File: config.mk
export PLATFORM = sky130hd
export DESIGN_NAME = dram_addr_mux_seq
export DESIGN_NICKNAME = d
export VERILOG_FILES = /design/src/rtl/dram_mux_pkg.sv /design/src/rtl/rr_arbiter.sv /design/src/rtl/dram_addr_mux_seq.sv
export SDC_FILE = /design/constraint.sdc
export NUM_CORES = 1
export LEC_CHECK = 0
export BUFFER_PORTS_ARGS = -buffer_cell sky130_fd_sc_hd__buf_2
export CORE_ASPECT_RATIO = 0.7
export CORE_MARGIN = 2
export CORE_UTILIZATION = 43
export DETAILED_ROUTE_END_ITERATION = 10
export PLACE_DENSITY = 0.73
export SETUP_SLACK_MARGIN = 0.1
export SLEW_MARGIN = 10
export SYNTH_ARGS = -nofsm -noshare
export SYNTH_HDL_FRONTEND = slang
export SYNTH_HIERARCHICAL = 1
export SYNTH_SLANG_ARGS = --single-unit
File: constraint.sdc
create_clock -name clk_i -period 2 [get_ports clk_i]
set_clock_uncertainty 0.15 [all_clocks]
set_input_delay 0.4 -clock clk_i [delete_from_list [all_inputs] [get_ports clk_i]]
set_output_delay 0.4 -clock clk_i [all_outputs]
set_load 0.02 [all_outputs]
File: src/rtl/dram_mux_pkg.sv
// rtl/dram_mux_pkg.sv - shared types and helpers for the DRAM address mux sequencer
package dram_mux_pkg;

  typedef enum logic [1:0] {
    IDLE = 2'd0,
    ROW  = 2'd1,
    COL  = 2'd2,
    PRE  = 2'd3
  } state_t;

  function automatic int ch_w(input int n);
    return (n > 1) ? $clog2(n) : 1;
  endfunction

  function automatic int max3(input int a, input int b, input int c);
    int m;
    m = (a > b) ? a : b;
    return (m > c) ? m : c;
  endfunction

  // Lowest bit of channel ch's {row,col} field inside the flattened address bus.
  function automatic int addr_lo(input int ch, input int rw);
    return ch * 2 * rw;
  endfunction

endpackage

File: src/rtl/rr_arbiter.sv
// rtl/rr_arbiter.sv - round-robin pick of the first request after the last grant
module rr_arbiter
  import dram_mux_pkg::*;
#(
  parameter int NCH = 2
) (
  input  logic [NCH-1:0]         req_i,
  input  logic [ch_w(NCH)-1:0]   last_i,
  output logic [ch_w(NCH)-1:0]   grant_o,
  output logic                   valid_o
);

  localparam int CH_W = ch_w(NCH);

  always_comb begin
    valid_o = 1'b0;
    grant_o = '0;
    for (int i = 1; i <= NCH; i++) begin
      if (!valid_o && req_i[(int'(last_i) + i) % NCH]) begin
        valid_o = 1'b1;
        grant_o = CH_W'((int'(last_i) + i) % NCH);
      end
    end
  end

endmodule

File: src/rtl/dram_addr_mux_seq.sv
// rtl/dram_addr_mux_seq.sv - arbitrated row/column DRAM address mux with RAS/CAS/WE timing
module dram_addr_mux_seq
  import dram_mux_pkg::*;
#(
  parameter int NCH       = 2,
  parameter int RW        = 8,
  parameter int T_RAS_CAS = 1,
  parameter int T_CAS     = 2,
  parameter int T_PRE     = 1
) (
  input  logic                  clk_i,
  input  logic                  rst_ni,
  input  logic                  g_ni,
  input  logic [NCH-1:0]        req_i,
  input  logic [NCH-1:0]        wr_i,
  input  logic [NCH*2*RW-1:0]   addr_i,
  output logic [NCH-1:0]        ack_o,
  output logic [RW-1:0]         ma_o,
  output logic                  ras_n_o,
  output logic                  cas_n_o,
  output logic                  we_n_o,
  output logic                  busy_o
);

  localparam int CH_W  = ch_w(NCH);
  localparam int CNT_W = $clog2(max3(T_RAS_CAS, T_CAS, T_PRE) + 1);

  state_t            state_q, state_d;
  logic [CNT_W-1:0]  cnt_q, cnt_d;
  logic [2*RW-1:0]   addr_q, addr_d;
  logic              wr_q, wr_d;
  logic [CH_W-1:0]   idx_q, idx_d;
  logic [CH_W-1:0]   last_q, last_d;
  logic [RW-1:0]     ma_q, ma_d;
  logic              ras_n_q, ras_n_d;
  logic              cas_n_q, cas_n_d;
  logic              we_n_q, we_n_d;
  logic [NCH-1:0]    ack_q, ack_d;
  logic              busy_q, busy_d;

  logic [CH_W-1:0]   gnt_idx;
  logic              gnt_vld;

  rr_arbiter #(.NCH(NCH)) u_arb (
    .req_i   (req_i),
    .last_i  (last_q),
    .grant_o (gnt_idx),
    .valid_o (gnt_vld)
  );

  always_comb begin
    state_d = state_q;
    cnt_d   = cnt_q;
    addr_d  = addr_q;
    wr_d    = wr_q;
    idx_d   = idx_q;
    last_d  = last_q;
    unique case (state_q)
      IDLE: begin
        if (!g_ni && gnt_vld) begin
          state_d = ROW;
          cnt_d   = CNT_W'(T_RAS_CAS - 1);
          addr_d  = addr_i[addr_lo(int'(gnt_idx), RW) +: 2*RW];
          wr_d    = wr_i[gnt_idx];
          idx_d   = gnt_idx;
        end
      end
      ROW: begin
        if (cnt_q == '0) begin
          state_d = COL;
          cnt_d   = CNT_W'(T_CAS - 1);
        end else begin
          cnt_d = cnt_q - 1'b1;
        end
      end
      COL: begin
        if (cnt_q == '0) begin
          state_d = PRE;
          cnt_d   = CNT_W'(T_PRE - 1);
          last_d  = idx_q;
        end else begin
          cnt_d = cnt_q - 1'b1;
        end
      end
      PRE: begin
        if (cnt_q == '0) begin
          state_d = IDLE;
          cnt_d   = '0;
        end else begin
          cnt_d = cnt_q - 1'b1;
        end
      end
      default: state_d = IDLE;
    endcase
  end

  // Outputs are decoded from the next state so they line up with the state register.
  always_comb begin
    ma_d    = '0;
    ras_n_d = 1'b1;
    cas_n_d = 1'b1;
    we_n_d  = 1'b1;
    ack_d   = '0;
    busy_d  = (state_d != IDLE);
    unique case (state_d)
      ROW: begin
        ma_d    = addr_d[2*RW-1:RW];
        ras_n_d = 1'b0;
      end
      COL: begin
        ma_d    = addr_d[RW-1:0];
        ras_n_d = 1'b0;
        cas_n_d = 1'b0;
        we_n_d  = ~wr_d;
        if (cnt_d == '0) ack_d[idx_d] = 1'b1;
      end
      default: ;
    endcase
  end

  always_ff @(posedge clk_i) begin
    if (!rst_ni) begin
      state_q <= IDLE;
      cnt_q   <= '0;
      addr_q  <= '0;
      wr_q    <= 1'b0;
      idx_q   <= '0;
      last_q  <= CH_W'(NCH - 1);
      ma_q    <= '0;
      ras_n_q <= 1'b1;
      cas_n_q <= 1'b1;
      we_n_q  <= 1'b1;
      ack_q   <= '0;
      busy_q  <= 1'b0;
    end else begin
      state_q <= state_d;
      cnt_q   <= cnt_d;
      addr_q  <= addr_d;
      wr_q    <= wr_d;
      idx_q   <= idx_d;
      last_q  <= last_d;
      ma_q    <= ma_d;
      ras_n_q <= ras_n_d;
      cas_n_q <= cas_n_d;
      we_n_q  <= we_n_d;
      ack_q   <= ack_d;
      busy_q  <= busy_d;
    end
  end

  assign ma_o    = ma_q;
  assign ras_n_o = ras_n_q;
  assign cas_n_o = cas_n_q;
  assign we_n_o  = we_n_q;
  assign ack_o   = ack_q;
  assign busy_o  = busy_q;

endmodule
==> results of run 1 <==
[state kept, by name, summed over array words and instances, names as in the netlist]
signal and count:
busy_o 1, last_q 1, wr_q 1, addr_q 16, state_q 2, cnt_q 2, idx_q 1, ack_o 2
ras_n_o 1, cas_n_o 1, ma_o 8, we_n_o 1
[routing by layer]
layer | wire (microns) | up-vias | part of all wire, % | GRT usage (%)
met1 | 1610 | 573 | 51 | 21.9
met3 | 215 | 7 | 6.8 | 4.95
met5 | 0 | - | 0 | 0
met2 | 1280 | 39 | 41 | 20.8
li1 | - | 671 | - | -
met4 | 57 | 0 | 1.8 | 7.58
[worst max-delay path: stages, from the launching register on]
cell	delay [ps]
sky130_fd_sc_hd__dfxtp_1	380
sky130_fd_sc_hd__o21a_1	190
sky130_fd_sc_hd__a21oi_1	150
sky130_fd_sc_hd__o21ai_2	100
sky130_fd_sc_hd__ha_1	400
sky130_fd_sc_hd__nand3_4	140
sky130_fd_sc_hd__o22ai_1	180
[stage by stage]
stage / setup TNS [ps] / area (sq um)
2_1_floorplan: 0 / 1580
3_3_place_gp: -999 / 1890
3_5_place_dp: -1420 / 1890
4_1_cts: 0 / 2020
5_1_grt: 0 / 2040
6_report: 0 / 2040
[synth_stat cells (all sizes together)]
library cell	number	area share (%)
nand2	22	5.6
a21oi	3	0.95
xnor2	1	0.56
nor2b	1	0.40
o21bai	1	0.48
buf	6	3.5
nor2	27	6.4
xor2	1	0.56
or2	1	0.40
a211oi	1	0.79
mux2i	19	12
o21ai	17	8.5
dfxtp	37	47
a21boi	1	0.48
nand3	2	0.63
o21a	1	0.48
o22a	1	0.56
clkbuf	3	0.71
o211ai	1	0.48
nand2b	1	0.40
and2b	1	0.48
nor4b	1	1.5
o22ai	8	3.2
nor4	1	0.40
ha	3	2.4
inv	5	1.2
[area by class of cell]
cell class | instances | area [sq um]
clock buffer | 6 | 82.6
clock inverter | 2 | 37.5
fill | 319 | 1470
inverter | 5 | 18.8
multi-input combinational | 115 | 791
sequential | 37 | 742
tap | 50 | 62.6
timing repair buffer | 57 | 310
[timing repair]
action	CTS	global route
hold endpoints to repair	0	0
pin swaps	0	1
resized for setup	3	4
cloned	0	0
setup endpoints to repair	8	10
[power groups by stage]
stage / Clock (mW) / Sequential, mW / Combinational [mW]
after floorplan: 0 / 0.969 / 0.400
after global placement: 0 / 0.922 / 0.603
after detailed placement: 0 / 0.922 / 0.614
after CTS: 0.677 / 0.905 / 0.639
after global routing: 0.709 / 0.918 / 0.733
final: 0.659 / 0.907 / 0.665
[cells by family (layout without fill, tap and decap cells)]
group,after synthesis,count (layout),synth area share [%]
simple gates,57,57,16.2
flops,37,37,47.0
compound gates,34,34,15.9
mux,19,19,12.1
buf+inv,14,70,5.40
fa+ha+maj,3,3,2.38
xor+xnor,2,2,1.11
[worst max path at each step]
stage | from | end | slack [ps] | depth (start not counted)
2_1_floorplan | req_i[1] | ma_o[0]$_SDFF_PN0_ | 120 | 7
3_3_place_gp | req_i[1] | ma_o[4]$_SDFF_PN0_ | -130 | 8
3_5_place_dp | req_i[1] | ma_o[5]$_SDFF_PN0_ | -180 | 8
4_1_cts | state_q[1]$_SDFF_PN0_ | ma_o[5]$_SDFF_PN0_ | 140 | 6
5_1_grt | cnt_q[0]$_SDFF_PN0_ | ma_o[5]$_SDFF_PN0_ | 80 | 6
6_report | cnt_q[0]$_SDFF_PN0_ | ma_o[3]$_SDFF_PN0_ | 230 | 6
[cell usage in the layout, fill, tap and decap left out, types with 3 or more instances in the layout]
| cell | instances |
|---|---|
| sky130_fd_sc_hd__a21oi_1 | 3 |
| sky130_fd_sc_hd__buf_2 | 52 |
| sky130_fd_sc_hd__buf_4 | 4 |
| sky130_fd_sc_hd__clkbuf_8 | 6 |
| sky130_fd_sc_hd__dfxtp_1 | 36 |
| sky130_fd_sc_hd__ha_1 | 3 |
| sky130_fd_sc_hd__inv_1 | 5 |
| sky130_fd_sc_hd__mux2i_1 | 19 |
| sky130_fd_sc_hd__nand2_1 | 20 |
| sky130_fd_sc_hd__nor2_1 | 27 |
| sky130_fd_sc_hd__o21ai_2 | 14 |
| sky130_fd_sc_hd__o22ai_1 | 8 |
==> insert_results.sql, run 1 <==
INSERT INTO impl_metrics (metric_group, metric, value, unit) VALUES
('power', 'sw_pwr', '0.698', 'mW'),
('worst_hold_path', 'hold_class', 'in2reg', ''),
('worst_hold_path', 'worstHoldStart', 'rst_ni', ''),
('layout', 'postLayoutCoreUtil', '58.2', '%'),
('setup_path', 'path_max_fanout', '8', ''),
('floorplanning', 'die_w', '76.4', 'microns'),
('setup_path', 'register_to_register_path_depth', '6', ''),
('routing', 'route.detailed.wl_per_inst', '11.6', 'microns'),
('clocking', 'cts.repair_timing.setup_buffer_count', '0', ''),
('power', 'switching_share', '31.3', '%'),
('grt', 'globalRouteTotalUtil', '15.4', '%'),
('floorplanning', 'initial_utilization', '44.9', '%'),
('synth', 'syn-instance-count', '166', ''),
('grt', 'grt_start_max_net_pins', '23', ''),
('clocking', 'ctsHoldBuffers', '0', ''),
('synth', 'mappedNetlistNets', '208', ''),
('routing', 'router_iterations_before_antenna_repair', '4', ''),
('setup_path', 'timing.critical_path.to_type', 'flop', ''),
('sta', 'worst_slew_margin_rel', '53.0', '%'),
('sta', 'fmaxAchievable', '0.564', 'GHz'),
('power', 'pint', '1.53', 'mW'),
('worst_hold_path', 'worst_hold_path_stage_count', '2', ''),
('routing', 'drt_wl_total', '3170', 'microns'),
('power', 'p_seq_share', '40.6', '%'),
('power', 'total_leakage_power', '0.918', 'nW'),
('clocking', 'inserted_clock_buffers', '5', ''),
('setup_path', 'critPathRequiredTime', '2060', 'ps'),
('sta', 'finalWorstSetupSlack', '228', 'ps'),
('layout', 'layout.cells.non_filler', '272', ''),
('synth', 'synth.distinct_cells', '30', ''),
('place', 'port_buffers', '52', ''),
('clocking', 'tritoncts', 'done', ''),
('routing', 'drc', '0', ''),
('routing', 'detail_route.iter0.violations', '71', ''),
('layout', 'final_layout_size_suffix_gt1_share', '39.6', '%'),
('power', 'ir_drop', '475', 'uV'),
('power', 'p_comb_share', '29.8', '%'),
('routing', 'route.antenna.remaining_nets', '0', ''),
('layout', 'growth_of_design_area_from_synthesis_to_finish', '29.7', '%'),
('sta', 'slew_viol_final', '0', ''),
('sta', 'post-route-min-period', '1770', 'ps'),
('sta', 'timing.final.crit_share', '88.6', '%'),
('grt', 'first_pass_grt_wire_length', '4830', 'microns'),
('floorplanning', 'die_height', '54.7', 'microns'),
('clocking', 'clkSinkCount', '37', ''),
('sta', 'worst_slew_pin_slew', '705', 'ps'),
('clocking', 'cts_root_buffer', 'sky130_fd_sc_hd__clkbuf_8', ''),
('power', 'power_density', '1090', 'nW/um^2'),
('floorplanning', 'core_area', '3510', 'sq um'),
('setup_path', 'r2r_setup_slk', '230', 'ps'),
('routing', 'num_vias', '1290', ''),
('sta', 'final_layout_worst_hold_slack', '236', 'ps'),
('place', 'place_inst', '264', ''),
('sta', 'setup_viol', '0', ''),
('place', 'place.gp.congestion', '0.758', ''),
('job', 'maxCapViolCount', '0', ''),
('clocking', 'cts.reportedPaths.clkPinSlew', '70', 'ps'),
('layout', 'num_antenna_cells', '0', ''),
('setup_path', 'path_class', 'reg2reg', ''),
('synth', 'netlist_area', '1580', 'sq um'),
('clocking', 'htree_num_levels', '2', ''),
('grt', 'grt_overflow_total', '0', ''),
('sta', 'finalHoldViolations', '0', ''),
('power', 'design_power_total', '2.23', 'mW'),
('place', 'placement.setup.worst_slack', '-183', 'ps'),
('status', 'outcome', 'finished clean', ''),
('synth', 'synth_seq_area_share', '47.0', '%'),
('setup_path', 'r2r_end', 'ma_o[3]$_SDFF_PN0_', ''),
('synth', 'synth-warning-count', '6', ''),
('grt', 'grt_pass1_vias', '1022', ''),
('worst_hold_path', 'min_delay_worst_endpoint', 'last_q$_SDFFE_PN1P_', ''),
('grt', 'antenna_found_initial', '0', ''),
('place', 'post-dp-hpwl', '2330', 'microns'),
('floorplanning', 'top_level_ports', '53', ''),
('setup_path', 'start_kind', 'flop', ''),
('synth', 'synth-seq-cells', '37', ''),
('floorplanning', 'floorplan.die_area', '4170', 'sq um'),
('power', 'power.clock.fraction', '29.6', '%'),
('sta', 'grt_setup_unrepaired', 'true', ''),
('clocking', 'clock_path_buffers', '2', ''),
('setup_path', 'crit_arrival', '1840', 'ps'),
('setup_path', 'reg2reg_from', 'cnt_q[0]$_SDFF_PN0_', ''),
('synth', 'syn-mean-instance-area', '9.50', 'sq um'),
('routing', 'post_drt_via_cell_ratio', '4.74', ''),
('layout', 'final_net_count', '263', ''),
('floorplanning', 'std_cell_rows', '18', ''),
('clocking', 'clock_latency', '290', 'ps');
(Power assumes the default switching activity.)
==> inputs of run 2 (changes only) <==
--- a/config.mk
+++ b/config.mk
@@ -9,7 +9,7 @@
 export CORE_ASPECT_RATIO = 0.7
 export CORE_MARGIN = 2
-export CORE_UTILIZATION = 43
+export CORE_UTILIZATION = 44
 export DETAILED_ROUTE_END_ITERATION = 10
-export PLACE_DENSITY = 0.73
+export PLACE_DENSITY = 0.74
 export SETUP_SLACK_MARGIN = 0.1
 export SLEW_MARGIN = 10
==> constraint.sdc (replaced) <==
create_clock -name clk_i -period 2 [get_ports clk_i]
set_clock_uncertainty 0.15 [all_clocks]
set_input_delay 0.2 -clock clk_i [delete_from_list [all_inputs] [get_ports clk_i]]
set_output_delay 0.2 -clock clk_i [all_outputs]
set_load 0.02 [all_outputs]
==> insert_results.sql, run 2 (synthesis results as in run 1) <==
INSERT INTO impl_metrics (metric_group, metric, value, unit) VALUES
('status', 'outcome', 'finished clean', ''),
('sta', 'setup_total_negative_slack', '0', 'ps'),
('clocking', 'clock_latency', '270', 'ps'),
('sta', 'fmaxAchievable', '0.547', 'GHz'),
('setup_path', 'path_max_fanout', '8', ''),
('setup_path', 'crit_path_max_delay_family', 'compound AO/OA/AOI/OAI gates', ''),
('job', 'maxCapViolCount', '0', ''),
('setup_path', 'timing.critical_path.to_type', 'flop', ''),
('floorplanning', 'initial_utilization', '45.5', '%'),
('floorplanning', 'top_level_ports', '53', ''),
('power', 'power_density', '1040', 'nW/um^2'),
('routing', 'detail_route.iter0.violations', '47', ''),
('setup_path', 'cp_cell_sequence', 'o21a_1, a21oi_1, o21ai_0, buf_4, ha_2, nand3_4, o22ai_1', ''),
('floorplanning', 'die_height', '54.1', 'microns'),
('layout', 'max_flop_register', 'addr_q', ''),
('clocking', 'tritoncts', 'done', ''),
('grt', 'first_pass_grt_wire_length', '4800', 'microns'),
('routing', 'route.detailed.wl_per_inst', '11.4', 'microns'),
('setup_path', 'start_kind', 'flop', ''),
('grt', 'grt_start_max_net_pins', '23', ''),
('clocking', 'ctsHoldBuffers', '0', ''),
('sta', 'post-route-min-period', '1830', 'ps'),
('layout', 'largest_reg_flops', '16', ''),
('grt', 'grt_overflow_total', '0', ''),
('layout', 'layout_commonest_cell', 'sky130_fd_sc_hd__buf_2', ''),
('setup_path', 'crit_buf_inv', '1', ''),
('place', 'place.gp.congestion', '0.766', ''),
('power', 'total_leakage_power', '0.931', 'nW'),
('place', 'port_buffers', '52', ''),
('layout', 'num_antenna_cells', '0', ''),
('power', 'ir_drop', '502', 'uV'),
('setup_path', 'path_class', 'reg2reg', ''),
('floorplanning', 'std_cell_rows', '18', ''),
('sta', 'final_layout_worst_hold_slack', '45.9', 'ps'),
('floorplanning', 'die_w', '75.5', 'microns'),
('layout', 'final_layout_size_suffix_gt1_share', '40.0', '%'),
('routing', 'post_drt_via_cell_ratio', '4.55', ''),
('routing', 'drt_wl_total', '3130', 'microns'),
('place', 'post-dp-hpwl', '2350', 'microns'),
('layout', 'growth_of_design_area_from_synthesis_to_finish', '30.6', '%'),
('floorplanning', 'floorplan.die_area', '4090', 'sq um'),
('sta', 'finalHoldViolations', '0', ''),
('worst_hold_path', 'hold_class', 'in2reg', ''),
('clocking', 'cts_root_buffer', 'sky130_fd_sc_hd__clkbuf_8', ''),
('clocking', 'clock_path_buffers', '2', ''),
('sta', 'worst_slew_margin_rel', '55.0', '%'),
('setup_path', 'critPathRequiredTime', '2050', 'ps'),
('setup_path', 'critPathSlowestCell', 'sky130_fd_sc_hd__ha_2', ''),
('grt', 'grt_pass1_vias', '1046', ''),
('grt', 'globalRouteTotalUtil', '16.2', '%'),
('layout', 'commonest_cells_after_routing_fill_and_taps_aside', 'sky130_fd_sc_hd__buf_2, sky130_fd_sc_hd__dfxtp_1, sky130_fd_sc_hd__nor2_1', ''),
('floorplanning', 'core_area', '3470', 'sq um'),
('grt', 'antenna_found_initial', '0', ''),
('clocking', 'cts.reportedPaths.clkPinSlew', '70', 'ps'),
('routing', 'route.antenna.remaining_nets', '0', ''),
('sta', 'worst_slew_pin_slew', '675', 'ps'),
('routing', 'drc', '0', ''),
('sta', 'timing.final.crit_share', '91.4', '%'),
('routing', 'router_iterations_before_antenna_repair', '4', ''),
('setup_path', 'crit_arrival', '1880', 'ps'),
('clocking', 'inserted_clock_buffers', '5', ''),
('clocking', 'clkSinkCount', '37', ''),
('setup_path', 'slowest_delay', '380', 'ps'),
('clocking', 'htree_num_levels', '2', ''),
('layout', 'final_net_count', '266', ''),
('sta', 'grt_setup_unrepaired', 'false', ''),
('routing', 'num_vias', '1250', ''),
('sta', 'slew_viol_final', '0', ''),
('sta', 'setup_viol', '0', '');
run 2: changes by cell type in the layout (fill, tap and decap cells not counted), sizes merged:
cell | before | now
buf | 57 | 60
bufinv | 1 | 0
clkbuf | 6 | 7
clkinv | 0 | 1
clkinvlp | 1 | 0
run 2: path summary, 6_finish.rpt:
| path | start | to | slack, ps | cells after the start |
|---|---|---|---|---|
| worst min-delay path | rst_ni | last_q$_SDFFE_PN1P_ | 50 | 2 |
| worst min register to register | idx_q$_SDFF_PN0_ | last_q$_SDFFE_PN1P_ | 340 | 2 |
| worst max register to register | cnt_q[1]$_SDFF_PN0_ | ma_o[6]$_SDFF_PN0_ | 170 | 7 |
| worst max-delay path | cnt_q[1]$_SDFF_PN0_ | ma_o[6]$_SDFF_PN0_ | 170 | 7 |
run 2: power by group:
part           switching [mW]  internal [mW]  total (mW)
Combinational           0.403          0.301       0.704
Sequential             0.0445          0.852       0.896
Clock                   0.238          0.311       0.549
run 2: final cells by class:
type / instances / area (sq um)
tap: 50 / 62.6
clock buffer: 7 / 96.3
timing repair buffer: 60 / 345
multi-input combinational: 115 / 790
sequential: 37 / 741
fill: 323 / 1410
inverter: 5 / 18.8
clock inverter: 1 / 5.00
run 2: timing repair:
item	CTS	global route
cloned	0	0
resized for setup	2	4
pin swaps	0	0
setup endpoints to repair	8	10
buffers inserted	0	0
run 2: per-stage QoR:
| stage | instance area, sq um | setup slack (ps) | util (%) | instances | power [mW] |
|---|---|---|---|---|---|
| after global placement | 1920 | 87.1 | 55.4 | 267 | 1.55 |
| after floorplan | 1580 | 102 | - | 166 | 1.37 |
| after global routing | 2060 | 93.2 | 59.3 | 275 | 2.28 |
| final | 2060 | 172 | 59.3 | 275 | 2.15 |
| after CTS | 2030 | 149 | 58.6 | 275 | 2.13 |
| after detailed placement | 1920 | 28.3 | 55.4 | 267 | 1.56 |
run 2: per-layer routing:
metal / global-route usage, % / up-vias / wire length, microns
met2: 23.9 / 27 / 1390
li1: - / 672 / -
met5: 0 / - / 0
met1: 23.2 / 549 / 1590
met3: 4.49 / 2 / 133
met4: 4.39 / 0 / 14
